## config.mk

```make
export PLATFORM = sky130hd
export DESIGN_NAME = inst_queue_flat
export DESIGN_NICKNAME = d
export VERILOG_FILES = /design/src/rtl/inst_queue_if.sv /design/src/rtl/inst_queue.sv /design/src/flat_wrapper.sv
export SDC_FILE = /design/constraint.sdc
export NUM_CORES = 1
export LEC_CHECK = 0
export BUFFER_PORTS_ARGS = -buffer_cell sky130_fd_sc_hd__buf_2
export CORE_MARGIN = 4
export CORE_UTILIZATION = 51
export DETAILED_ROUTE_END_ITERATION = 6
export PLACE_DENSITY = 0.75
export SLEW_MARGIN = 30
export SYNTH_ARGS = -nofsm -noshare
export SYNTH_HDL_FRONTEND = slang
export SYNTH_SLANG_ARGS = --single-unit
```

## constraint.sdc

```tcl
create_clock -name clk -period 4.67 [get_ports clk]
set_input_delay 0.2335 -clock clk [delete_from_list [all_inputs] [get_ports clk]]
set_output_delay 0.2335 -clock clk [all_outputs]
set_load 0.01 [all_outputs]
```

## src/rtl/inst_queue_if.sv

```systemverilog
// inst_queue_if: fetch-side, decode-side and redirect signals of the instruction queue
interface inst_queue_if #(
    parameter int WIDTH = 32,
    parameter int DEPTH = 4,
    parameter int PTR_W = $clog2(DEPTH)
);
    logic             in_valid;
    logic [WIDTH-1:0] in_pc;
    logic [WIDTH-1:0] in_instr;
    logic             in_adel;
    logic             in_ready;
    logic             out_valid;
    logic [WIDTH-1:0] out_pc;
    logic [WIDTH-1:0] out_instr;
    logic             out_adel;
    logic             out_ready;
    logic             flush;
    logic             redirect;
    logic [PTR_W:0]   count;

    modport master (
        output in_valid, in_pc, in_instr, in_adel, out_ready, flush, redirect,
        input  in_ready, out_valid, out_pc, out_instr, out_adel, count
    );

    modport slave (
        input  in_valid, in_pc, in_instr, in_adel, out_ready, flush, redirect,
        output in_ready, out_valid, out_pc, out_instr, out_adel, count
    );
endinterface

```

## src/rtl/inst_queue.sv

```systemverilog
// inst_queue: IF->ID instruction FIFO with full flush and delay-slot-preserving branch redirect
module inst_queue #(
    parameter int WIDTH = 32,
    parameter int DEPTH = 4,
    parameter int PTR_W = $clog2(DEPTH)
) (
    input logic        clk,
    input logic        aresetn,
    inst_queue_if.slave q
);
    typedef struct packed {
        logic [WIDTH-1:0] pc;
        logic [WIDTH-1:0] instr;
        logic             adel;
    } ent_t;

    localparam logic [PTR_W:0] FULL = (PTR_W+1)'(DEPTH);

    ent_t             mem_q [DEPTH];
    ent_t             head_ent;
    logic [PTR_W-1:0] head_q, head_d, tail_q, tail_d;
    logic [PTR_W:0]   cnt_q, cnt_d, rem;
    logic             push, pop, wr;

    assign q.in_ready  = cnt_q != FULL;
    assign q.out_valid = cnt_q != '0;
    assign q.count     = cnt_q;
    assign head_ent    = mem_q[head_q];
    assign q.out_pc    = q.out_valid ? head_ent.pc : '0;
    assign q.out_instr = q.out_valid ? head_ent.instr : '0;
    assign q.out_adel  = q.out_valid & head_ent.adel;
    assign push        = q.in_valid & q.in_ready;
    assign pop         = q.out_valid & q.out_ready;
    assign rem         = cnt_q - (PTR_W+1)'(pop);

    always_comb begin
        head_d = head_q;
        tail_d = tail_q;
        cnt_d  = cnt_q;
        wr     = 1'b0;
        if (q.flush) begin
            head_d = '0;
            tail_d = '0;
            cnt_d  = '0;
        end else if (q.redirect) begin
            head_d = head_q + PTR_W'(pop);
            if (rem != '0) begin
                tail_d = head_d + PTR_W'(1);
                cnt_d  = (PTR_W+1)'(1);
            end else begin
                wr     = push;
                tail_d = tail_q + PTR_W'(push);
                cnt_d  = (PTR_W+1)'(push);
            end
        end else begin
            wr     = push;
            head_d = head_q + PTR_W'(pop);
            tail_d = tail_q + PTR_W'(push);
            cnt_d  = cnt_q + (PTR_W+1)'(push) - (PTR_W+1)'(pop);
        end
    end

    always_ff @(posedge clk) begin
        if (!aresetn) begin
            head_q <= '0;
            tail_q <= '0;
            cnt_q  <= '0;
        end else begin
            head_q <= head_d;
            tail_q <= tail_d;
            cnt_q  <= cnt_d;
        end
    end

    always_ff @(posedge clk) begin
        if (aresetn && wr)
            mem_q[tail_q] <= '{pc: q.in_pc, instr: q.in_instr, adel: q.in_adel};
    end

    always_ff @(posedge clk) begin
        if (aresetn) begin
            assert (cnt_q <= FULL);
            assert (cnt_d <= FULL);
        end
    end
endmodule

```

## src/flat_wrapper.sv

```systemverilog
// flat-port wrapper written by rule: the top's interface ports become plain ports
module inst_queue_flat 
#(
    parameter int WIDTH = 32,
    parameter int DEPTH = 4,
    parameter int PTR_W = $clog2(DEPTH)
)
  (clk, aresetn, q_in_valid, q_in_pc, q_in_instr, q_in_adel, q_out_ready, q_flush, q_redirect, q_in_ready, q_out_valid, q_out_pc, q_out_instr, q_out_adel, q_count);
  inst_queue_if #(.WIDTH(WIDTH), .DEPTH(DEPTH), .PTR_W(PTR_W)) q_i ();
  input logic clk;
  input logic aresetn;
  input wire logic [$bits(q_i.in_valid)-1:0] q_in_valid;
  input wire logic [$bits(q_i.in_pc)-1:0] q_in_pc;
  input wire logic [$bits(q_i.in_instr)-1:0] q_in_instr;
  input wire logic [$bits(q_i.in_adel)-1:0] q_in_adel;
  input wire logic [$bits(q_i.out_ready)-1:0] q_out_ready;
  input wire logic [$bits(q_i.flush)-1:0] q_flush;
  input wire logic [$bits(q_i.redirect)-1:0] q_redirect;
  output wire logic [$bits(q_i.in_ready)-1:0] q_in_ready;
  output wire logic [$bits(q_i.out_valid)-1:0] q_out_valid;
  output wire logic [$bits(q_i.out_pc)-1:0] q_out_pc;
  output wire logic [$bits(q_i.out_instr)-1:0] q_out_instr;
  output wire logic [$bits(q_i.out_adel)-1:0] q_out_adel;
  output wire logic [$bits(q_i.count)-1:0] q_count;
  assign q_i.in_valid = q_in_valid;
  assign q_i.in_pc = q_in_pc;
  assign q_i.in_instr = q_in_instr;
  assign q_i.in_adel = q_in_adel;
  assign q_i.out_ready = q_out_ready;
  assign q_i.flush = q_flush;
  assign q_i.redirect = q_redirect;
  assign q_in_ready = q_i.in_ready;
  assign q_out_valid = q_i.out_valid;
  assign q_out_pc = q_i.out_pc;
  assign q_out_instr = q_i.out_instr;
  assign q_out_adel = q_i.out_adel;
  assign q_count = q_i.count;
  inst_queue #(.WIDTH(WIDTH), .DEPTH(DEPTH), .PTR_W(PTR_W)) u_core (.clk(clk), .aresetn(aresetn), .q(q_i));
endmodule
```

# [Word-level counts from Yosys, hierarchy flattened]
# Memory sizes are Yosys's and may differ from the RTL's. A register that Yosys moved wholly into a read port is not among the register bits.
# Index checks and enable logic that the tools add are counted.
[totals] wordCells=31 mem_count=1 inputBits=71 ramBits=260 output_inout_bits=70 ff_bits=7
[classes] eq_ne=1 mux=12 reduce_logical=4 bitwise_logic=4 addsub=6
[memory_table] memory="u_core.mem_q" depth=4 word_bits=65 rd=1 rd_clocked_by_memory_dff=1 write_ports=1 line_no="inst_queue.sv:19" text="ent_t mem_q [DEPTH];"
[ops] op="two-way mux 32 bit" count=2
[ops] op="two-way mux 1 bit" count=6
[ops] op="two-way mux 2 bit" count=3
[ops] op="nonzero test 3 bit" count=2
[ops] op="subtractor 3 x 1 -> 3 bit" count=2
[ops] op="adder 2 x 1 -> 2 bit" count=2
[ops] op="adder 3 x 1 -> 3 bit" count=1
[ops] op="bitwise AND 1 bit" count=3
[ops] op="two-way mux 3 bit" count=1
[ops] op="inequality test 3 bit (second input constant)" count=1
[ops] op="adder 2 x 1 -> 2 bit (second input constant)" count=1
[ops] op="OR reduction 2 bit" count=1
[ops] op="logical AND 1 bit" count=1
[ops] op="inverter 1 bit" count=1

# [Longest topological paths before layout]
[logic_depth] depth_word=10 mapped_depth=9 depth_no_buf=9

# [Worst setup path before layout]
# Ideal clock, no wire load.
[synth_timing] path_kind="register -> register" start="register u_core.cnt_q[0] (netlist: u_core.q.count[0])" end="memory u_core.mem_q[0][0] in the netlist's numbering (enable)" arrival_time_ps=4134 stages_incl_launch_ff=9 setup_slack_ps=60 n_path_buf=1 setup_time_ps=476 period_less_slack_ps=4610 required_ps=4194 path_cell_list="dfxtp_1 o31ai_4 nor2_1 ha_1 xnor2_1 o2111ai_2 and2_4 buf_6 nor3_2"
[synth_via] elab_chain_cells=10 word_cells_on_any_way=12 classes_between="1 x add/sub; 1 x eq/ne; 5 x mux; 2 x bitwise; 3 x reduce/logical"
[synth_lines] element="from (decl)" line_no="inst_queue.sv:22" text="logic [PTR_W:0] cnt_q, cnt_d, rem;"
[synth_lines] element="from (signal assigned)" line_no="inst_queue.sv:71" text="cnt_q <= cnt_d;"
[synth_lines] element="nonzero test 3 bit" line_no="inst_queue.sv:26" text="assign q.out_valid = cnt_q != '0;"
[synth_lines] element="bitwise AND 1 bit" line_no="inst_queue.sv:33" text="assign pop = q.out_valid & q.out_ready;"
[synth_lines] element="subtractor 3 x 1 -> 3 bit" line_no="inst_queue.sv:34" text="assign rem = cnt_q - (PTR_W+1)'(pop);"
[synth_lines] element="nonzero test 3 bit" line_no="inst_queue.sv:47" text="if (rem != '0) begin"
[synth_lines] element="two-way mux 1 bit" line_no="inst_queue.sv:47"
[synth_lines] element="two-way mux 1 bit (*)" line_no="inst_queue.sv:45" text="end else if (q.redirect) begin"
[synth_lines] element="two-way mux 1 bit (*)" line_no="inst_queue.sv:41" text="if (q.flush) begin"
[synth_lines] element="logical AND 1 bit (*)" line_no="inst_queue.sv:76" text="if (aresetn && wr)"
[synth_lines] element="two-way mux 1 bit (*)" line_no="inst_queue.sv:76"
[synth_lines] element="two-way mux 1 bit (implied by the code) (*)" line_no="inst_queue.sv:77" text="mem_q[tail_q] <= '{pc: q.in_pc, instr: q.in_instr, adel: q.in_adel};"
[synth_lines] element="to (decl)" line_no="inst_queue.sv:19"
# Every way passes the cells marked *; elsewhere a longest branch is shown, timed or not.

==> impl_metrics.csv <==
group,metric,value,unit
status,status,"finished, final reports clean",
timing,hold_viol,0,
route,avgViaCountPerCell,5.26,
setup_path,worst_setup_path_end_kind,"output pin",
route,drt_first_pass_iters,4,
clock_tree,cts_setup_buffers,0,
clock_tree,clock_latency,0.52,ns
logic_synthesis,syn-num-nets,542,
timing,rsz0062_at_grt,"no",
setup_path,cp_data_required_time,4.44,ns
floorplanning,core,19700,um2
final_layout,fin_nets,763,
clock_tree,root_buffer,"clkbuf_16",
final_layout,fillerInstances,1361,
logic_synthesis,synth.distinct_cells,30,
grt,grt_usage,17.6,%
placement,hpwl,11.3,mm
logic_synthesis,synth_cells,466,
floorplanning,start_util,52.4,%
clock_tree,tritoncts,"yes",
logic_synthesis,synth_top_area_cell,"edfxtp_1",
setup_path,crit_path_max_incr_delay,0.90,ns
route,dr.first_iter.drc_count,343,
run,max_cap_viol_count,0,
clock_tree,cts.repair.resized,0,
floorplanning,pin_count,141,
logic_synthesis,avgSynthCellArea,22.2,um2
floorplanning,die_h,150,um
logic_synthesis,yosysWarnings,0,
grt,grt_max_degree,67,
route,drt_wl_total,19.7,mm
power,ir_drop,0.223,mV
logic_synthesis,synth-seq-cells,267,
clock_tree,clock_sinks,267,
route,vias,5100,
setup_path,worstPathArrival,2.71,ns
setup_path,startpoint_type,"register",
timing,finalSetupViolCount,0,
placement,place_inst,857,
clock_tree,htreeDepth,1,
setup_path,crit_slowest_cell,"dfxtp_4",
clock_tree,cts_buffer_depth,3,
route,drc,0,
power,power.density,384,nW/um2
timing,setup_tns,0,ns
timing,relSlewSlack,44.3,%
setup_path,path_cells,"buf_4 > mux4_2 > and2_1 > buf_2",
final_layout,area.growth.synth_to_final,23.8,%
final_layout,antenna_cells,0,
route,ant_nets,0,
clock_tree,clk_pin_slew_worst_paths,0.06,ns
clock_tree,cts_hold_buf,66,
logic_synthesis,ys_seq_area_share,77.0,%
floorplanning,rows,51,
power,p_leak,0.00442,uW
grt,antenna_found_initial,0,
route,wire_per_inst,20.3,um
logic_synthesis,yosysTopAreaCellShare,75.6,%
clock_tree,numCtsBuffers,26,
grt,grt_first_pass_wirelength,30.5,mm
final_layout,layout.cells.non_filler,970,
timing,fin_skew,0.00835,ns
timing,worstMarginPinSlew,0.835,ns
floorplanning,die_w,150,um
timing,period_share,63.1,%
grt,grt_overflow,0,
timing,slew_viol_final,0,
setup_path,critical_path_class,"register to output pin",
logic_synthesis,synth.area.top_cells,"edfxtp_1 (76%), mux4_2 (14%), and2_1 (4.0%)",
timing,timing.fmax,339,MHz
timing,layout_min_cycle_time,2.95,ns
placement,place_congestion,0.772,
floorplanning,dieArea,22600,um2
logic_synthesis,syn_area,10300,um2
placement,port_buffers,140,
setup_path,cp_max_fo,43,
grt,grt_pass1_vias,5661,
final_layout,drive_above_1_share,36.6,%
worst_hold_path,hp-class,"input pin to register",
[synthesized netlist by cell type]
library cell  number
edfxtp_1         260
and2_1            66
mux4_2            65
clkbuf_1           8
buf_2              7
dfxtp_1            7
buf_6              6
ha_1               4
inv_1              4
nand2_1            4
nor2_1             4
nor3_2             4
xnor2_1            4
nand2b_1           3
a21oi_1            2
nand3b_1           2
or3_1              2
xor2_1             2
a211oi_2           1
and2_4             1
buf_4              1
fa_1               1
mux2i_1            1
nand3_1            1
nor2b_1            1
nor3_1             1
nor3b_1            1
o2111ai_2          1
o21ai_0            1
o31ai_4            1
[stage by stage]
stage	worst slack [ns]	area, um2	hold WS (ns)	total power (uW)	util [%]
finish	1.72	12800	0.108	4910	64.8
global route	1.49	12800	0.109	5100	64.8
CTS	1.61	12800	0.0862	4960	64.7
detailed placement	1.69	11300	0.453	3000	57.4
global placement	1.79	11300	0.445	2990	57.4
floorplan	0.0600	10300	0.309	2880	-
[worst paths after layout]
path | start | endpoint | slack (ns) | cells after the start
worst max-delay path | u_core.head_q[0]$_SDFF_PP0_ | q_out_pc[7] | 1.72 | 4
worst min register to register | u_core.q.count[1]$_SDFF_PP0_ | u_core.q.count[2]$_SDFF_PP0_ | 0.63 | 2
worst max register to register | u_core.q.count[0]$_SDFF_PP0_ | u_core.mem_q[0][37]$_DFFE_PP_ | 1.88 | 8
worst min-delay path | q_flush | u_core.tail_q[0]$_SDFF_PP0_ | 0.11 | 4
[worst max-delay path, delay by kind of cell (launching register included)]
| kind | cells | cell delay, ns |
|---|---|---|
| buffers and inverters | 2 | 0.56 |
| and+or+nand+nor | 1 | 0.17 |
| muxes | 1 | 0.54 |
| DFF | 1 | 0.90 |
[area by class of cell]
type	count	area, um2	area share (%)
Timing Repair Buffer	215	1450	11.3
Clock inverter	15	91.3	0.714
Multi-Input combinational cell	173	2250	17.6
Sequential cell	267	7960	62.2
Inverter	4	15.0	0.117
Tap cell	265	332	2.59
Clock buffer	31	691	5.40
[sequential cells by signal (all words and copies together), names as in the netlist]
signal          count
u_core.q.count      3
u_core.head_q       2
u_core.mem_q      260
u_core.tail_q       2
[cells by family (layout without fill, tap and decap cells)]
kind of cell,count (synthesis),in the layout,synth area share [%]
xor gates and xnor gates,6,6,0.509
adders and majority gates,5,5,0.679
muxes,66,66,14.3
AOI/OAI and AO/OA,6,6,0.618
buffers and inverters,26,265,1.50
and+or+nand+nor,90,90,5.44
DFF,267,267,77.0
[routing by layer]
metal  GRT usage (%)  routed length (um)  up-vias
met5               0                   0        -
met4            3.89                 239        0
met3            3.52                1360       24
met2            29.7                9840      165
met1            24.3                8230     2579
li1                -                   -     2332
[power breakdown]
part / switching, uW / leakage (uW) / internal (uW)
sequential: 17.6 / 0.00241 / 2670
combinational: 155 / 0.00163 / 152
clock: 819 / 0.000381 / 1100
total: 992 / 0.00442 / 3920
[layout by cell type (no fill, tap or decap), drive strengths merged, types with 2 or more instances in the layout]
cell / n
buf: 149
dfxtp: 7
edfxtp: 260
xor2: 2
nand2: 4
or3: 2
a21oi: 2
nor3: 5
xnor2: 4
nand3b: 2
nand2b: 3
and2: 67
dlygate4sd3: 66
ha: 4
clkinv: 13
clkbuf: 31
inv: 4
nor2: 4
mux4: 65
Note: power is estimated with default switching activity, not from simulation.
